`src/rtl/mcu_dbg_pkg.sv`:
```
// Shared register map and bit positions for the MCU Wishbone debug controller.
package mcu_dbg_pkg;

    localparam logic [2:0] REG_CTRL   = 3'd0;
    localparam logic [2:0] REG_STEP   = 3'd1;
    localparam logic [2:0] REG_BRK    = 3'd2;
    localparam logic [2:0] REG_STATUS = 3'd3;
    localparam logic [2:0] REG_OUT    = 3'd4;
    localparam logic [2:0] REG_CYC    = 3'd5;

    localparam int CTRL_OVR    = 0;
    localparam int CTRL_CRST   = 1;
    localparam int CTRL_RUN    = 2;
    localparam int CTRL_CS     = 3;
    localparam int CTRL_K_LSB  = 8;

    localparam int STAT_HALTED   = 0;
    localparam int STAT_BRK_HIT  = 1;
    localparam int STAT_STEP_LSB = 8;

    localparam int BRK_EN_BIT  = 31;
    localparam int SEL_ADR_BIT = 23;

endpackage

```
`src/rtl/wb_ack_delay.sv`:
```
// Accept gating and fixed-latency ack: one token walks an ACK_LAT-stage shift
// register; the block stays busy until the token leaves the last stage.
module wb_ack_delay #(
    parameter int ACK_LAT = 2
) (
    input  logic clk_i,
    input  logic rst_ni,
    input  logic req_i,
    output logic accept_o,
    output logic ack_o
);

    logic [ACK_LAT-1:0] sr_q;
    logic [ACK_LAT-1:0] sr_d;
    logic               pending;

    assign pending  = |sr_q;
    assign accept_o = req_i & ~pending;
    assign ack_o    = sr_q[ACK_LAT-1];

    always_comb begin
        sr_d = (sr_q << 1) | ACK_LAT'(accept_o);
    end

    always_ff @(posedge clk_i or negedge rst_ni) begin
        if (!rst_ni) begin
            sr_q <= '0;
        end else begin
            sr_q <= sr_d;
        end
    end

endmodule

```
`src/rtl/mcu_wb_debug_ctrl.sv`:
```
// Wishbone control/debug unit for a 4-bit MCU core: pad overrides, core reset,
// run gating with step counter and ROM breakpoint, and a run-cycle counter.
module mcu_wb_debug_ctrl
    import mcu_dbg_pkg::*;
#(
    parameter int K_W     = 4,
    parameter int O_W     = 8,
    parameter int R_W     = 16,
    parameter int ROM_AW  = 11,
    parameter int STEP_W  = 16,
    parameter int ACK_LAT = 2
) (
    input  logic              wb_clk_i,
    input  logic              wb_rst_ni,
    input  logic              wbs_cyc_i,
    input  logic              wbs_stb_i,
    input  logic              wbs_we_i,
    input  logic [31:0]       wbs_adr_i,
    input  logic [31:0]       wbs_dat_i,
    output logic [31:0]       wbs_dat_o,
    output logic              wbs_ack_o,
    input  logic              pad_chip_sel_i,
    input  logic [K_W-1:0]    pad_k_i,
    input  logic [O_W-1:0]    core_o_i,
    input  logic [R_W-1:0]    core_r_i,
    input  logic [ROM_AW-1:0] core_pc_i,
    input  logic              core_fetch_i,
    output logic              core_rst_o,
    output logic              core_run_o,
    output logic              core_chip_sel_o,
    output logic [K_W-1:0]    core_k_o,
    output logic              dbg_halted_o
);

    logic              ovr_q, ovr_d;
    logic              crst_q, crst_d;
    logic              run_q, run_d;
    logic              cs_q, cs_d;
    logic [K_W-1:0]    k_q, k_d;
    logic [STEP_W-1:0] step_q, step_d;
    logic [ROM_AW-1:0] brk_addr_q, brk_addr_d;
    logic              brk_en_q, brk_en_d;
    logic              brk_hit_q, brk_hit_d;
    logic [31:0]       cyc_q, cyc_d;
    logic [31:0]       dat_q, dat_d;

    logic        bus_req;
    logic        accept;
    logic        wr;
    logic [2:0]  off;
    logic [31:0] rdata;
    logic        step_nz;
    logic        brk_match;
    logic        unused_bus;

    assign bus_req    = wbs_cyc_i & wbs_stb_i & wbs_adr_i[SEL_ADR_BIT];
    assign wr         = accept & wbs_we_i;
    assign off        = wbs_adr_i[4:2];
    assign unused_bus = ^{wbs_adr_i, wbs_dat_i};

    wb_ack_delay #(
        .ACK_LAT (ACK_LAT)
    ) u_ack_delay (
        .clk_i    (wb_clk_i),
        .rst_ni   (wb_rst_ni),
        .req_i    (bus_req),
        .accept_o (accept),
        .ack_o    (wbs_ack_o)
    );

    // The reset term is combinational so the core is held the instant reset asserts.
    assign core_rst_o      = ~wb_rst_ni | (ovr_q & crst_q);
    assign step_nz         = |step_q;
    assign core_run_o      = ~core_rst_o & ~brk_hit_q & (~ovr_q | run_q | step_nz);
    assign dbg_halted_o    = ~core_run_o & ~core_rst_o;
    assign core_chip_sel_o = ovr_q ? cs_q : pad_chip_sel_i;
    assign core_k_o        = ovr_q ? k_q : pad_k_i;
    assign wbs_dat_o       = dat_q;

    assign brk_match = core_run_o & core_fetch_i & brk_en_q & (core_pc_i == brk_addr_q);

    always_comb begin
        rdata = '0;
        case (off)
            REG_CTRL: begin
                rdata[CTRL_OVR]              = ovr_q;
                rdata[CTRL_CRST]             = crst_q;
                rdata[CTRL_RUN]              = run_q;
                rdata[CTRL_CS]               = cs_q;
                rdata[CTRL_K_LSB +: K_W]     = k_q;
            end
            REG_STEP: rdata[STEP_W-1:0] = step_q;
            REG_BRK: begin
                rdata[ROM_AW-1:0]            = brk_addr_q;
                rdata[BRK_EN_BIT]            = brk_en_q;
            end
            REG_STATUS: begin
                rdata[STAT_HALTED]           = dbg_halted_o;
                rdata[STAT_BRK_HIT]          = brk_hit_q;
                rdata[STAT_STEP_LSB +: STEP_W] = step_q;
            end
            REG_OUT: begin
                rdata[O_W-1:0]               = core_o_i;
                rdata[O_W +: R_W]            = core_r_i;
            end
            REG_CYC: rdata = cyc_q;
            default: rdata = '0;
        endcase
    end

    always_comb begin
        ovr_d      = ovr_q;
        crst_d     = crst_q;
        run_d      = run_q;
        cs_d       = cs_q;
        k_d        = k_q;
        step_d     = step_q;
        brk_addr_d = brk_addr_q;
        brk_en_d   = brk_en_q;
        brk_hit_d  = brk_hit_q | brk_match;
        cyc_d      = core_run_o ? cyc_q + 32'd1 : cyc_q;
        dat_d      = accept ? rdata : dat_q;

        if (core_run_o && ovr_q && step_nz) begin
            step_d = step_q - STEP_W'(1);
        end

        // Bus writes are applied last so they win over same-cycle counter updates.
        if (wr) begin
            case (off)
                REG_CTRL: begin
                    ovr_d  = wbs_dat_i[CTRL_OVR];
                    crst_d = wbs_dat_i[CTRL_CRST];
                    run_d  = wbs_dat_i[CTRL_RUN];
                    cs_d   = wbs_dat_i[CTRL_CS];
                    k_d    = wbs_dat_i[CTRL_K_LSB +: K_W];
                    if (!wbs_dat_i[CTRL_OVR]) begin
                        step_d = '0;
                    end
                end
                REG_STEP: step_d = wbs_dat_i[STEP_W-1:0];
                REG_BRK: begin
                    brk_addr_d = wbs_dat_i[ROM_AW-1:0];
                    brk_en_d   = wbs_dat_i[BRK_EN_BIT];
                end
                REG_STATUS: begin
                    if (wbs_dat_i[STAT_BRK_HIT]) begin
                        brk_hit_d = brk_match;
                    end
                end
                REG_CYC: cyc_d = '0;
                default: ;
            endcase
        end
    end

    always_ff @(posedge wb_clk_i or negedge wb_rst_ni) begin
        if (!wb_rst_ni) begin
            ovr_q      <= 1'b0;
            crst_q     <= 1'b0;
            run_q      <= 1'b0;
            cs_q       <= 1'b0;
            k_q        <= '0;
            step_q     <= '0;
            brk_addr_q <= '0;
            brk_en_q   <= 1'b0;
            brk_hit_q  <= 1'b0;
            cyc_q      <= '0;
            dat_q      <= '0;
        end else begin
            ovr_q      <= ovr_d;
            crst_q     <= crst_d;
            run_q      <= run_d;
            cs_q       <= cs_d;
            k_q        <= k_d;
            step_q     <= step_d;
            brk_addr_q <= brk_addr_d;
            brk_en_q   <= brk_en_d;
            brk_hit_q  <= brk_hit_d;
            cyc_q      <= cyc_d;
            dat_q      <= dat_d;
        end
    end

endmodule

```
`config.mk`:
```
export PLATFORM = sky130hd
export DESIGN_NAME = mcu_wb_debug_ctrl
export DESIGN_NICKNAME = d
export VERILOG_FILES = /design/src/rtl/mcu_dbg_pkg.sv /design/src/rtl/wb_ack_delay.sv /design/src/rtl/mcu_wb_debug_ctrl.sv
export SDC_FILE = /design/constraint.sdc
export NUM_CORES = 1
export LEC_CHECK = 0
export ABC_AREA = 0
export ABC_CLOCK_PERIOD_IN_PS = 2650
export CORE_MARGIN = 1
export CORE_UTILIZATION = 36
export DETAILED_ROUTE_END_ITERATION = 12
export SYNTH_ARGS = -nofsm -noshare
export SYNTH_HDL_FRONTEND = slang
export SYNTH_SLANG_ARGS = --single-unit
```
`constraint.sdc`:
```
create_clock -name wb_clk_i -period 2.65 [get_ports wb_clk_i]
set_input_delay 0.265 -clock wb_clk_i [delete_from_list [all_inputs] [get_ports wb_clk_i]]
set_output_delay 0.265 -clock wb_clk_i [all_outputs]
set_load 0.01 [all_outputs]
```
==> results.md <==
| Step | Item | This run |
|:---|:---|:---|
| worst setup path | Element type at the critical path start | flip-flop |
| route | Routed length per placed instance | 19.3 um |
| route | Met3 layer wire length in the routed design | 1150 um |
| sta | Final critical-path setup slack | 203 ps |
| die | Die Ht | 129 um |
| sta | Final slew viol count | 0 |
| sta | Final setup viols | 0 |
| synthesis | Biggest area contributors in the synthesized netlist | sky130_fd_sc_hd__dfrtp_1 45%, sky130_fd_sc_hd__nand2_1 4.8%, sky130_fd_sc_hd__mux2_2 4.5% |
| synthesis | Sequential area share after synthesis | 0.447 |
| clock tree | Buffer type at the clock tree root | sky130_fd_sc_hd__clkbuf_16 |
| finish | Fraction of layout instances using a drive strength above 1 | 0.136 |
| global routing | Aggregate global-route resource usage | 0.226 |
| finish | Area occupied by multi-input gates | 0.00302 mm2 |
| run | Max Cap Viol | 0 |
| place | Worst slack at placement | 320 ps |
| worst setup path | Critical path class | flip-flop to output pin |
| clock tree | Latest clock arrival within the worst-skew pair | 360 ps |
| global routing | Vias in the first global route | 4991 |
| finish | Fin util | 0.488 |
| worst setup path | Capturing element of the worst setup path | core_run_o |
| clock tree | Deepest clock path buffer count | 2 |
| sta | Setup tns final | 0 ps |
| die | Placement row count | 45 |
| place | DP Wirelength | 13800 um |
| sta | Worst Hold Margin | 384 ps |
| clock tree | Number of buffers created by CTS | 9 |
| sta | Final clock period utilization by the worst path | 0.923 |
| clock tree | Clock edge transition at the registers on the reported setup and hold paths | 70 ps |
| route | Routed length on met1 | 8240 um |
| route | Post-route DRC violation count | 0 |
| worst setup path | Reg2reg path depth | 9 |
| route | Via-to-Cell Ratio | 5.46 |
| synthesis | Share of synthesized flip-flops with an asynchronous set or reset | 1.00 |
| finish | Leading cell type in the layout, fill and taps excluded | sky130_fd_sc_hd__clkdlybuf4s50_1 |
| synthesis | Number of instances in the synthesized netlist | 598 |
| worst setup path | Endpoint of the worst register-to-register path | cyc_q[31] |
| power and ir drop | Cell Pwr Density | 655 mW/mm2 |
| synthesis | Post-Syn Nets | 711 |
| worst hold path | Worst min-delay path category | flip-flop to flip-flop |
| finish | Commonest cells after routing, fill and taps aside | 104 x sky130_fd_sc_hd__clkdlybuf4s50_1, 103 x sky130_fd_sc_hd__dfrtp_1, 74 x sky130_fd_sc_hd__nand2_1 |
| place | Routability Congestion | 0.955 |
| clock tree | TritonCTS clock tree | yes |
| finish | Area occupied by registers | 0.00258 mm2 |
| route | Initial DRC count | 510 |
| sta | Worst clock skew on the final layout | 9.66 ps |
| global routing | Total grt overflow | 0 |
| synthesis | Fraction of post-synthesis cell area in the top cell type by area | 0.447 |
| worst setup path | CP required | 2380 ps |
| die | Die area | 0.0165 mm2 |
| synthesis | Unique masters post-synth | 60 |
| outcome | Status | completed |
| synthesis | Number of flops mapped to enable cells by yosys | 0 |
| synthesis | Mean instance size in the synthesized netlist | 9.64 um2 |
| place | Port bufs | 107 |
| worst setup path | Worst Setup SP | step_q[1] |
| die | I/O pins | 151 |
| worst setup path | Data arrival time of the worst path | 2180 ps |
| place | Instance area after placement | 0.00720 mm2 |
| sta | Final worst path period need | 2450 ps |
| power and ir drop | Leakage power | 0.00314 uW |
| global routing | Wire length of the first global-routing pass | 28000 um |
| synthesis | Cell taking the most area after synthesis | sky130_fd_sc_hd__dfrtp_1 |
| clock tree | Sink Count | 103 |
| power and ir drop | Peak ir drop on the vdd network | 509 uV |
| finish | Number of filler cells placed in the layout | 1461 |
| synthesis | Netlist area before placement | 0.00576 mm2 |
| die | Die extent in x | 129 um |
| die | Initial core utilization | 0.374 |
| worst setup path | CP Cell Sequence | inv_1 > ha_1 > nor3b_2 > buf_4 > nand4_4 > o21ai_2 > inv_2 > clkdlybuf4s50_1 |
| worst setup path | Critical path endpoint category | output pin |
| route | 1st-pass router iterations | 8 |
| clock tree | Number of H-tree levels | 3 |
| sta | Actual transition at the worst max-transition pin | 714 ps |
| sta | Count of endpoints failing hold in the final timing report | 0 |
| synthesis | Count of synthesis-stage warnings from yosys | 0 |
| sta | RSZ-0062 raised after global routing | false |
| finish | Fin area | 0.00753 mm2 |
| synthesis | Primary flip-flop cell chosen by synthesis mapping | sky130_fd_sc_hd__dfrtp_1 |
| route | Residual antenna-violating net count after detailed routing | 0 |
| global routing | Number of antenna violations at the first check in global routing | 0 |
| worst setup path | Worst Path Max Fanout | 4 |
| sta | Max-slew headroom at the worst pin | 0.524 |
| synthesis | Flop and latch count out of synthesis | 103 |
| finish | Inserted Diodes | 0 |
| global routing | Maximum number of pins on one net before global-route repair | 56 |
| finish | Area growth from synthesis to layout | 30.7% |
| worst setup path | Worst reg2reg startpoint | step_q[1] |
| sta | Fmax | 0.409 GHz |
| finish | Number of nets in the final layout | 828 |
| worst setup path | R2R setup slack | 320 ps |
| route | Vias after detailed routing | 5078 |
| worst setup path | Slowest Stage Delay on Critical Path | 480 ps |
| worst setup path | Cell with the largest stage delay on the worst path | sky130_fd_sc_hd__clkdlybuf4s50_1 |
| route | Met2 wire length | 8090 um |
| route | Total length of routed wires | 17900 um |
| die | Core Footprint | 0.0154 mm2 |
| route | Highest metal layer with signal wires | met4 |
[report_power, final]
| group | internal [uW] | leakage [uW] | switching, uW |
|---|---|---|---|
| clock network | 741 | 0.000145 | 612 |
| logic | 707 | 0.00162 | 664 |
| registers | 1820 | 0.00138 | 384 |
[synth_stat cells, drive strengths merged, types with 5 or more instances]
| master | n |
|---|---|
| o2111ai | 6 |
| mux2i | 18 |
| a21oi | 44 |
| inv | 14 |
| nand3 | 23 |
| o211ai | 5 |
| dfrtp | 103 |
| nor2 | 45 |
| mux2 | 34 |
| nand2 | 74 |
| nor4 | 8 |
| nor3 | 9 |
| nand4b | 5 |
| xnor2 | 5 |
| xor2 | 29 |
| clkbuf | 17 |
| o21ai | 60 |
| nand4 | 10 |
| a22oi | 8 |
| buf | 14 |
| or3 | 19 |
[worst min path at each step]
stage	startpoint	endpoint	cells after the start
floorplan	wb_rst_ni	brk_addr_q[0]	0
global placement	wb_rst_ni	cyc_q[7]	2
detailed placement	wb_rst_ni	step_q[11]	2
CTS	u_ack_delay.sr_q[0]	u_ack_delay.sr_q[1]	0
global route	u_ack_delay.sr_q[0]	u_ack_delay.sr_q[1]	0
finish	u_ack_delay.sr_q[0]	u_ack_delay.sr_q[1]	0
[cell type report]
cell class                 instances  area share
clock inverter                     5     0.00897
tap                              211      0.0350
clock buffer                      10      0.0304
timing repair buffer             137       0.175
multi-input combinational        450       0.401
sequential                       103       0.342
inverter                          14     0.00698
[worst max-delay path, delay by kind of cell (launching register included)]
kind	cells	cell delay [ps]
simple gates	2	250
compound gates	1	200
flops	1	410
fa+ha+maj	1	150
buf+inv	4	820
[registers in the layout (all words and copies together), names as in the netlist]
signal	count
ovr_q	1
wbs_dat_o	32
brk_addr_q	11
brk_hit_q	1
brk_en_q	1
cs_q	1
k_q	4
crst_q	1
step_q	16
run_q	1
cyc_q	32
u_ack_delay.sr_q	2
[per-stage QoR]
| stage | instances | total power (uW) |
|---|---|---|
| after floorplan | 598 | 2890 |
| after global placement | 913 | 3500 |
| after detailed placement | 913 | 3540 |
| after CTS | 930 | 4940 |
| after global routing | 930 | 5190 |
| final | 930 | 4930 |
[timing repair]
action / in CTS / in global routing
hold buffers: 1 / 0
endpoints found under the setup margin: 1 / 1
gates cloned: 0 / 0
pin swaps: 1 / 1
hold endpoints to repair: 21 / 0
gates resized for setup: 2 / 2
setup buffers: 1 / 0
[cells by family (layout without fill, tap and decap cells)]
family,after synthesis,in the layout,synth area share
AOI/OAI and AO/OA,146,146,0.155
muxes,55,55,0.109
and+or+nand+nor,212,212,0.198
adders and majority gates,3,3,0.00651
buffers and inverters,45,166,0.0315
DFF,103,103,0.447
xor gates and xnor gates,34,34,0.0517
[layer usage]
metal,track usage,vias to the layer above
met5,0,-
met4,0.0837,0
met3,0.0516,30
met2,0.338,192
met1,0.318,2465
li1,-,2391
Note: power is estimated with default switching activity, not from simulation.
